`src/rtl/keypad_pkg.sv`:
```
// rtl/keypad_pkg.sv - shared types, constants and helpers for the keypad entry block
//
// Contents:
//   N_ROWS, N_COLS, N_DIGITS  keypad geometry and entry-buffer depth
//   CNT_W                     width of the debounce/release counter (covers 2..15)
//   kp_state_e                scanner FSM states
//   is_one_hot()              true when exactly one column bit is set
//   col_index()               binary index of a one-hot column vector
//   one_hot4()                2-bit index to 4-bit one-hot vector

package keypad_pkg;

  localparam int N_ROWS   = 4;
  localparam int N_COLS   = 4;
  localparam int N_DIGITS = 6;
  localparam int CNT_W    = 4;

  typedef enum logic [1:0] {
    SCAN     = 2'd0,
    DEBOUNCE = 2'd1,
    HELD     = 2'd2
  } kp_state_e;

  // Two or more bits set is a ghosting/multi-press pattern, not a key.
  function automatic logic is_one_hot(input logic [N_COLS-1:0] v);
    return (v != '0) && ((v & (v - 4'd1)) == '0);
  endfunction

  function automatic logic [1:0] col_index(input logic [N_COLS-1:0] v);
    logic [1:0] idx;
    idx = 2'd0;
    for (int i = 0; i < N_COLS; i++) begin
      if (v[i]) idx = i[1:0];
    end
    return idx;
  endfunction

  function automatic logic [3:0] one_hot4(input logic [1:0] idx);
    return 4'b0001 << idx;
  endfunction

endpackage

```
`src/rtl/sync_2ff.sv`:
```
// rtl/sync_2ff.sv - two-flop synchronizer for asynchronous level inputs
//
// Ports:
//   clk  in          destination clock
//   rst  in          asynchronous active-high reset, clears both stages
//   d    in  [W-1:0] asynchronous input
//   q    out [W-1:0] synchronized output, two clk edges of latency

module sync_2ff #(
  parameter int WIDTH = 4
) (
  input  logic             clk,
  input  logic             rst,
  input  logic [WIDTH-1:0] d,
  output logic [WIDTH-1:0] q
);

  logic [WIDTH-1:0] meta;

  always_ff @(posedge clk or posedge rst) begin
    if (rst) begin
      meta <= '0;
      q    <= '0;
    end else begin
      meta <= d;
      q    <= meta;
    end
  end

endmodule

```
`src/rtl/keypad_entry.sv`:
```
// rtl/keypad_entry.sv - 4x4 keypad scanner with debounce and six-digit hex entry buffer
//
// Ports:
//   clk        in         system clock, rising edge
//   rst        in         asynchronous active-high reset
//   scan_tick  in         one-clk strobe; the only time the FSM and counters move
//   cols       in  [3:0]  column sense, active-high, asynchronous
//   clear      in         one-clk pulse, empties data/enables
//   rows       out [3:0]  one-hot row drive
//   key_valid  out        one-clk pulse per accepted key
//   key_code   out [3:0]  last accepted key, {row, col}
//   data       out [23:0] entry buffer, newest digit in [3:0]
//   enables    out [5:0]  per-digit valid mask feeding the display mux

module keypad_entry
  import keypad_pkg::*;
#(
  parameter int DEBOUNCE_TICKS = 4
) (
  input  logic                  clk,
  input  logic                  rst,
  input  logic                  scan_tick,
  input  logic [N_COLS-1:0]     cols,
  input  logic                  clear,
  output logic [N_ROWS-1:0]     rows,
  output logic                  key_valid,
  output logic [3:0]            key_code,
  output logic [4*N_DIGITS-1:0] data,
  output logic [N_DIGITS-1:0]   enables
);

  // The SCAN sample that finds the key already counts as the first match,
  // so DEBOUNCE accepts once cnt has reached DEBOUNCE_TICKS-2.
  localparam logic [CNT_W-1:0] ACCEPT_CNT  = CNT_W'(DEBOUNCE_TICKS - 2);
  localparam logic [CNT_W-1:0] RELEASE_CNT = CNT_W'(DEBOUNCE_TICKS - 1);

  logic [N_COLS-1:0] cols_s;

  kp_state_e         state, state_next;
  logic [1:0]        row_idx, row_idx_next;
  logic [1:0]        col_idx, col_idx_next;
  logic [CNT_W-1:0]  cnt, cnt_next;
  logic              accept;
  logic [3:0]        new_code;

  sync_2ff #(
    .WIDTH(N_COLS)
  ) u_sync (
    .clk (clk),
    .rst (rst),
    .d   (cols),
    .q   (cols_s)
  );

  assign rows     = one_hot4(row_idx);
  assign new_code = {row_idx, col_idx};

  always_ff @(posedge clk or posedge rst) begin
    if (rst) begin
      state   <= SCAN;
      row_idx <= 2'd0;
      col_idx <= 2'd0;
      cnt     <= '0;
    end else begin
      state   <= state_next;
      row_idx <= row_idx_next;
      col_idx <= col_idx_next;
      cnt     <= cnt_next;
    end
  end

  always_comb begin
    state_next   = state;
    row_idx_next = row_idx;
    col_idx_next = col_idx;
    cnt_next     = cnt;
    accept       = 1'b0;

    if (scan_tick) begin
      case (state)
        SCAN: begin
          if (is_one_hot(cols_s)) begin
            col_idx_next = col_index(cols_s);
            cnt_next     = '0;
            state_next   = DEBOUNCE;
          end else begin
            row_idx_next = row_idx + 2'd1;
          end
        end

        DEBOUNCE: begin
          if (cols_s == one_hot4(col_idx)) begin
            if (cnt == ACCEPT_CNT) begin
              accept     = 1'b1;
              cnt_next   = '0;
              state_next = HELD;
            end else begin
              cnt_next = cnt + 1'b1;
            end
          end else begin
            cnt_next     = '0;
            row_idx_next = row_idx + 2'd1;
            state_next   = SCAN;
          end
        end

        HELD: begin
          // Any column activity restarts the release count, so bounce on
          // release cannot produce a second key.
          if (cols_s == '0) begin
            if (cnt == RELEASE_CNT) begin
              cnt_next     = '0;
              row_idx_next = row_idx + 2'd1;
              state_next   = SCAN;
            end else begin
              cnt_next = cnt + 1'b1;
            end
          end else begin
            cnt_next = '0;
          end
        end

        default: begin
          cnt_next   = '0;
          state_next = SCAN;
        end
      endcase
    end
  end

  always_ff @(posedge clk or posedge rst) begin
    if (rst) begin
      key_valid <= 1'b0;
      key_code  <= 4'd0;
    end else begin
      key_valid <= accept;
      if (accept) key_code <= new_code;
    end
  end

  // clear takes priority over a coincident acceptance; the key still
  // shows up on key_valid/key_code.
  always_ff @(posedge clk or posedge rst) begin
    if (rst) begin
      data    <= '0;
      enables <= '0;
    end else if (clear) begin
      data    <= '0;
      enables <= '0;
    end else if (accept) begin
      data    <= {data[4*N_DIGITS-5:0], new_code};
      enables <= {enables[N_DIGITS-2:0], 1'b1};
    end
  end

endmodule

```
`config.mk`:
```
export PLATFORM = sky130hd
export DESIGN_NAME = keypad_entry
export DESIGN_NICKNAME = d
export VERILOG_FILES = /design/src/rtl/keypad_pkg.sv /design/src/rtl/sync_2ff.sv /design/src/rtl/keypad_entry.sv
export SDC_FILE = /design/constraint.sdc
export NUM_CORES = 1
export LEC_CHECK = 0
export ABC_CLOCK_PERIOD_IN_PS = 2740
export BUFFER_PORTS_ARGS = -buffer_cell sky130_fd_sc_hd__buf_2
export CAP_MARGIN = 15
export CORE_UTILIZATION = 54
export DETAILED_ROUTE_END_ITERATION = 16
export PLACE_DENSITY = 0.83
export REMOVE_ABC_BUFFERS = 1
export SLEW_MARGIN = 20
export SYNTH_ARGS = -nofsm -noshare
export SYNTH_HDL_FRONTEND = slang
export SYNTH_SLANG_ARGS = --single-unit
```
`constraint.sdc`:
```
create_clock -name clk -period 2.74 [get_ports clk]
set_clock_uncertainty 0.1 [all_clocks]
set_input_delay 0.274 -clock clk [delete_from_list [all_inputs] [get_ports clk]]
set_output_delay 0.274 -clock clk [all_outputs]
set_load 0.005 [all_outputs]
```
* Word level (Yosys, flattened, before mapping)
Index checks and enable logic that the tools add are counted.
** Word-level totals
- Memories kept :: 0
- Bits in writable memories :: 0
- Latch bits :: 0
- Memory bits (read-only) :: 0
- Bits in registers :: 53
- Logic and storage cells :: 66
** Operators by class
- Mux-type cells :: 28
- Bitwise gates (word level) :: 1
- Shifts and indexed selects :: 2
- Multipliers :: 0
- $lt $le $gt $ge :: 0
- Reductions and logical operators :: 11
- Div/mod/pow operators :: 0
- Add/sub/neg operators :: 3
- Equal/unequal tests :: 11
** Operators by type and width (count)
- $mux W24 :: 2
- $mux W2 :: 11
- $mux W4 :: 5
- $mux W6 :: 2
- $pmux W2 S3 :: 2
- $pmux W4 S3 :: 1
- $ne A2 B2 Y1 const B :: 5
- $eq A4 B2 Y1 const B :: 2
- $logic_not A4 Y1 :: 2
- $shl A1 B2 Y4 const A :: 2
- $reduce_and A6 Y1 :: 1
- $mux W1 :: 5
- $reduce_and A5 Y1 :: 1
- $add A4 B1 Y4 const B :: 1
- $and A4 B4 Y4 :: 1
- $eq A4 B4 Y1 :: 1
- $reduce_bool A4 Y1 :: 1
- $sub A4 B1 Y4 const B :: 1
- $ne A3 B3 Y1 const B :: 1
- $reduce_and A3 Y1 :: 1
- $reduce_bool A3 Y1 :: 1
- $add A2 B1 Y2 const B :: 1
- $eq A2 B1 Y1 const B :: 1
- $eq A2 B2 Y1 const B :: 1
- 4 further kinds :: 4

* Depth between registers and ports, before layout
Gate-level depths: netlist of run 1.
- Depth in word-level cells :: 7
- Mapped depth :: 10
- Depth with buffers taken out :: 7

* Hierarchy
From an unflattened synthesis of run 1, not the netlist that was laid out.
** Unflattened totals
- Cell total of the unflattened synthesis :: 197
- Area, all modules :: 2369.8 µm²
** Modules (own cells, without submodules)
- keypad_entry :: area each 2165.8 µm², times used 1, cells each 188
- sync_2ff :: area each 203.9 µm², times used 1, cells each 9

* Worst setup path before layout of run 1
OpenSTA, ideal clock, no wires.
- Path kind :: register -> register
- Start :: register cnt[0]
- End :: register key_code[2]
- Setup slack :: 0.754 ns
- Path buffers :: 3
- Cell stages (with the launch flop) :: 11
- Arrival :: 1.765 ns
- Period minus slack after synthesis :: 1.986 ns
- Path through :: dfrtp_1 > inv_1 > ha_1 > nor3b_1 > nand2_1 > a211o_1 > buf_6 > buf_6 > buf_8 > nand2_1 > o21ai_2
** On the way
- Longest elaborated chain between the ends :: 5
** Ends and longest elaborated chain
- start, declared :: line keypad_entry.sv:42 : logic [CNT_W-1:0] cnt, cnt_next;
- start signal, assigned :: line keypad_entry.sv:68 : cnt <= cnt_next;
- $eq A4 B2 Y1 :: line keypad_entry.sv:93 : if (cnt == ACCEPT_CNT) begin
- $mux W1 :: line keypad_entry.sv:93
- $mux W1 :: line keypad_entry.sv:92 : if (cols_s == one_hot4(col_idx)) begin
- $mux W1 :: line keypad_entry.sv:80 : case (state)
- $mux W1 :: line keypad_entry.sv:79 : if (scan_tick) begin
- end signal, assigned :: line keypad_entry.sv:137 : if (accept) key_code <= new_code;
- end, declared :: line keypad_entry.sv:27 : output logic [3:0] key_code,
Every way passes these cells.
A chain may end at the register's enable or synchronous reset.

* Final worst setup path of run 1
- Start :: register cnt[0]
- End :: register data[17]
** On the way
- Longest elaborated chain between the ends :: 6
** Ends and longest elaborated chain
- $eq A4 B2 Y1 :: line keypad_entry.sv:93
- $mux W1 :: line keypad_entry.sv:93
- $mux W1 :: line keypad_entry.sv:92
- $mux W1 :: line keypad_entry.sv:80
- $mux W1 :: line keypad_entry.sv:79
- $reduce_bool A2 Y1 (no source line)
- end signal, assigned :: line keypad_entry.sv:151 : data <= {data[4*N_DIGITS-5:0], new_code};
- end, declared :: line keypad_entry.sv:28 : output logic [4*N_DIGITS-1:0] data,
Every way passes these cells.

==> run metrics, run 1 <==
status finished, final reports clean; Placer Congestion 0.8572; Root Driver clkbuf_8; fmax 443.3 MHz; num ports 47; crit path DAT 2340 ps; number of global-route vias before repair 1457; routed wl met3 222 um; clock sinks 53; # rows 23; Avg Synthesized Cell Area 11.47 sq um; Clock Latency Late Sink 310 ps; largest cells by area after synthesis dfrtp_1, mux2i_1, nor2_1; Setup violations, final 0; max cap viols 0; layout cells sized above 1 0.2529; Mapped Cells 210; Ys Warns 0; port bufs 46; global-route wire length before repair 6.279 mm; wire length on met2 1.807 mm; vias 1658; Die X 68.79 um; crit path capture type flop; setup TNS 0 ps; Post-synth EDFFs 0; gr usage total 0.1829; top_reg_cell synth dfrtp_1; Mapped Area 2409 sq um; final worst setup slack 484.2 ps; Final Critical Period 2256 ps; total wire length 3.949 mm; Initial Util 0.5812; DPL Wire Length 2.720 mm; WL/cell 12.70 um; final instance area 2775 sq um; cell taking the most area after synthesis dfrtp_1; crit start category flop; CP required 2820 ps; Die ar. 4731 sq um; RSZ-0062 raised after global routing no; final core utilization 0.6697; largest net degree at the start of global routing 40; Lkg Pwr 1.611 nW; CTS tree built; met1 WL 1.865 mm; count of cell types in the netlist 37; Core Region 4144 sq um; postcts setup bufs 0; initial antenna violation count 0; Clock Pin Slew Worst Setup and Hold Paths 90 ps; crit share post-route 0.8233; placed instance area 2635 sq um; drt drc 0; htree depth 2; Num CTS Buffers 5; Peak VDD IR 277.1 uV; Final nets 277; synthesis-to-finish area growth 15.22%; Chip Height 68.79 um; uppermost layer routed met4; fin. max-slew vios 0; drt via density 5.331; Pre-antenna DRT Iters 4; Max-Slew Margin vs Limit 0.6007; Seq/Total Area, Yosys 0.5506; Antenna diodes 0; Clock Path Buffers 2; Design Power 1.650 mW; pre-CTS WS 504.8 ps; Worst Hold Class reg2reg; fraction of registers with async set/reset 1.000; Setup Crit Path Kind reg2reg; Final ANT Viol Nets 0; 1st-iter DRT viols 99; critical path peak fanout 39; global route overflow 0; Synth top area share 0.5506; worst slew pin tran 598.9 ps; Final Hold Violating Endpoints 0; synthesized flop and latch total 53; PD cells 594.5 nW/um^2
## state kept, by name, indices dropped and copies added (netlist names)
signal,flops
key_valid,1
data,24
key_code,4
enables,6
state,2
u_sync.q,4
cnt,4
u_sync.meta,4
col_idx,2
row_idx,2
## critical path: stages, from the launching register on
cell,delay (ps)
dfrtp_1,400
inv_1,90
ha_1,150
nor3b_1,360
nand2_1,110
a211o_2,310
buf_4,310
mux2i_1,240
nor2_1,50
## power by group
| group | switching (mW) | internal [mW] |
|---|---|---|
| Sequential | 0.0556 | 0.833 |
| Combinational | 0.181 | 0.140 |
| Clock | 0.258 | 0.182 |
| Total | 0.495 | 1.15 |
## area by class of cell
class	count	area, sq um
multi-input combinational	132	940.9
tap	50	62.56
inverter	14	52.55
timing repair buffer	54	302.8
clock buffer	5	68.82
fill	322	1369
sequential	53	1326
clock inverter	3	21.27
## final timing paths
| path | start | to | slack [ps] | cells after the start |
|---|---|---|---|---|
| min in group asynchronous | rst | data[2]$_DFFE_PP0P_ | 400 | 3 |
| min reg2reg | u_sync.meta[3]$_DFF_PP0_ | u_sync.q[3]$_DFF_PP0_ | 260 | 0 |
| max in group asynchronous | rst | cnt[1]$_DFFE_PP0P_ | 1380 | 4 |
| max | cnt[0]$_DFFE_PP0P_ | data[17]$_DFFE_PP0P_ | 480 | 8 |
| min | u_sync.meta[3]$_DFF_PP0_ | u_sync.q[3]$_DFF_PP0_ | 260 | 0 |
| max reg2reg | cnt[0]$_DFFE_PP0P_ | data[17]$_DFFE_PP0P_ | 480 | 8 |
## cells in the mapped netlist (all sizes together), types with 2 or more instances
library cell and count:
buf 7, mux2 2, o2111ai 4, o211ai 2, dfrtp 53, nand3 2, a31oi 5, nor2 35
inv 14, o21ai 12, nor2b 2, a21oi 2, clkbuf 4, nand2 9, nand2b 4, mux2i 30
ha 9
## cells in the final DEF (no fill, tap or decap), types with 2 or more instances in the layout
cell type,instances
a31oi_1,5
buf_2,46
buf_4,3
clkbuf_8,5
dfrtp_1,53
dlygate4sd3_1,5
ha_1,9
inv_1,12
inv_2,2
mux2_1,2
mux2i_1,30
nand2_1,9
nand2b_1,4
nand3_1,2
nor2_1,35
nor2b_1,2
o2111ai_1,4
o211ai_1,2
o21ai_0,6
o21ai_1,2
o21ai_2,4
## routing by layer
| layer | up-vias | global-route usage |
|---|---|---|
| li1 | 811 | - |
| met1 | 802 | 0.2194 |
| met2 | 40 | 0.3088 |
| met3 | 5 | 0.04605 |
| met4 | 0 | 0.08418 |
| met5 | - | 0 |
## stage by stage
stage	hold slack [ps]	instances
2_1_floorplan	205.4	199
3_3_place_gp	194.7	298
3_5_place_dp	197.8	298
4_1_cts	256.1	311
5_1_grt	269.1	311
6_report	255.6	311
## logic make-up after synthesis
kind of cell             Yosys count  synth area share
AO/OA/AOI/OAI                     31           0.09402
XOR/XNOR                           2          0.007274
adder cells (fa/ha/maj)            9           0.04675
buffers and inverters             25           0.05921
flip-flops                        53            0.5506
multiplexers                      32            0.1340
AND/OR/NAND/NOR                   58            0.1081
## timing repair
item,4_1_cts,5_1_grt
gates resized for setup,0,0
hold buffers,5,0
endpoints found under the hold margin,24,0
Power figures use the tool's default switching activity.
==> inputs of run 2 (changes only) <==
Settings changed: ABC_CLOCK_PERIOD_IN_PS 2740 to 2200.
Clock period 2.74 ns to 2.2 ns, I/O delays scaled along.
==> run 2 against run 1 <==
Register-to-register slack worse by 310 ps; count of clock-buffer cells in the layout unchanged; non-clock buffer count up 4; maximum frequency up 11%; critical path type unchanged; largest power group unchanged.
==> run metrics, run 2 (synthesis results as in run 1) <==
status finished, final reports clean; DPL Wire Length 2.848 mm (+4.7%); most common cell after layout, fill and taps aside dfrtp_1; 1st-iter DRT viols 161 (+63%); Top reg by flops data; Die ar. 4731 sq um (unchanged); number of global-route vias before repair 1574 (+8.0%); port bufs 46 (unchanged); layout cells sized above 1 0.2679 (+0.01505); Peak VDD IR 326.0 uV (+18%); slowest stage cell, crit path a2111o_1; total wire length 4.111 mm (+4.1%); placed cells 302 (+1.3%); CP max stage delay 490 ps (+90 ps); Clock Latency Late Sink 310 ps (about the same); Crit path buffers/inverters 1 (-1); R2R Setup Slk 170 ps (-310 ps); Initial Util 0.5812 (unchanged); CP cell instances a2111o_1 > a211o_2 > buf_4 > mux2i_1 > nor2_1; max cap viols 0 (unchanged); crit start category flop; global-route wire length before repair 6.900 mm (+9.9%); clock sinks 53 (unchanged); vias 1687 (+1.7%); CTS tree built; Worst Hold Class in2reg; Largest regs data x24, enables x6; Final Hold Violating Endpoints 0 (unchanged); crit share post-route 0.9228 (+0.09948); critical path peak fanout 14 (-64%); Clock Path Buffers 2 (unchanged); Root Driver clkbuf_8; RSZ-0062 raised after global routing no; WL/cell 13.05 um (+2.8%); reg2reg end data[8]$_DFFE_PP0P_; CP endpoint data[8]$_DFFE_PP0P_; pre-CTS WS 154.7 ps (-350.1 ps); commonest non-fill, non-tap cells in the layout dfrtp_1, buf_2, nor2_1, mux2i_1, inv_1; fin cells 315 (+1.3%); htree depth 2 (unchanged); global route overflow 0 (unchanged); largest net degree at the start of global routing 31 (-23%); Max-Slew Margin vs Limit 0.6621 (+0.06137); crit path capture type flop; initial antenna violation count 0 (unchanged); Core Region 4144 sq um (unchanged); Lkg Pwr 1.638 nW (+1.7%); # rows 23 (unchanged); worst slew pin tran 506.9 ps (-92.05 ps); crit path DAT 2120 ps (-220 ps); CP required 2290 ps (-530 ps); Pre-antenna DRT Iters 4 (unchanged); Final Critical Period 2030 ps (-225.7 ps); Die X 68.79 um (unchanged); Num CTS Buffers 5 (unchanged); Final nets 281 (+1.4%); fin. max-slew vios 0 (unchanged); PD cells 734.7 nW/um^2 (+24%); synthesis-to-finish area growth 17.30%; Setup violations, final 0 (unchanged); # fillers 314 (-2.5%); Final ANT Viol Nets 0 (unchanged); Chip Height 68.79 um (unchanged); worst r2r src u_sync.q[2]$_DFF_PP0_; gr usage total 0.2013 (+0.01839); Stages on worst setup path 5 (-3); max FFs per register 24 (unchanged); Worst path top cell family by delay compound AO/OA/AOI/OAI gates; drt drc 0 (unchanged); Design Power 2.076 mW (+26%); crit path launch u_sync.q[2]$_DFF_PP0_; final worst setup slack 169.9 ps (-314.3 ps); drt via density 5.356 (+0.46%); Antenna diodes 0 (unchanged); Placer Congestion 0.8316 (-3.0%); fmax 492.6 MHz (+11%); cells on worst reg2reg path 5 (-3); postcts setup bufs 0 (unchanged); Clock Pin Slew Worst Setup and Hold Paths 100 ps (about the same); Setup Crit Path Kind reg2reg; num ports 47 (unchanged)
run 2: changes by cell type in the layout (fill, tap and decap cells not counted):
cell	delta
buf_4	+3
o21ai_1	-1
clkinv_2	-1
clkinv_4	+1
buf_12	+1
o21ai_2	+1
run 2: report_power, final:
| part | internal [mW] | switching (mW) |
|---|---|---|
| Clock | 0.230 | 0.329 |
| Sequential | 1.04 | 0.0677 |
| Combinational | 0.180 | 0.232 |
| Total | 1.45 | 0.629 |
run 2: metal layers:
layer	global-route usage	up-vias	wire length [um]
met1	0.2402	819	1808
li1	-	822	-
met2	0.3407	39	2048
met4	0.08418	0	67
met3	0.05592	7	187
met5	0	-	0
run 2: worst register-to-register path, stage by stage, from the launching register on:
cell and delay [ps]:
dfrtp_1 480, a2111o_1 490, a211o_2 390, buf_4 220, mux2i_1 190, nor2_1 50
run 2: what timing repair did:
item                       4_1_cts  5_1_grt
hold endpoints to repair        19        0
gates resized for setup          0        1
setup endpoints to repair        0        1
hold buffers                     5        0
run 2: how the worst min path moves through the flow:
stage                   start                       end  slack, ps  depth (start not counted)
finish              scan_tick    col_idx[1]$_DFFE_PP0P_        220                          4
global route        scan_tick    col_idx[1]$_DFFE_PP0P_        260                          4
CTS                 scan_tick    col_idx[1]$_DFFE_PP0P_        210                          4
detailed placement        rst      data[13]$_DFFE_PP0P_        120                          2
global placement          rst      data[22]$_DFFE_PP0P_        100                          2
floorplan             cols[0]  u_sync.meta[0]$_DFF_PP0_        150                          0
run 2: stage by stage:
stage          hold WS (ps)    util  TNS, ps  area [sq um]
2_1_floorplan         151.4       -    -9976          2318
3_3_place_gp          98.56  0.6461        0          2678
3_5_place_dp          116.4  0.6461        0          2678
4_1_cts               210.3  0.6809        0          2821
5_1_grt               255.3  0.6818        0          2825
6_report              219.6  0.6818        0          2825
run 2: final cells by class:
class,instances,area (sq um),area share
inverter,14,52.55,0.01860
sequential,53,1326,0.4694
clock inverter,3,25.02,0.008857
multi-input combinational,132,944.7,0.3344
tap,50,62.56,0.02214
timing repair buffer,58,345.3,0.1222
clock buffer,5,68.82,0.02436
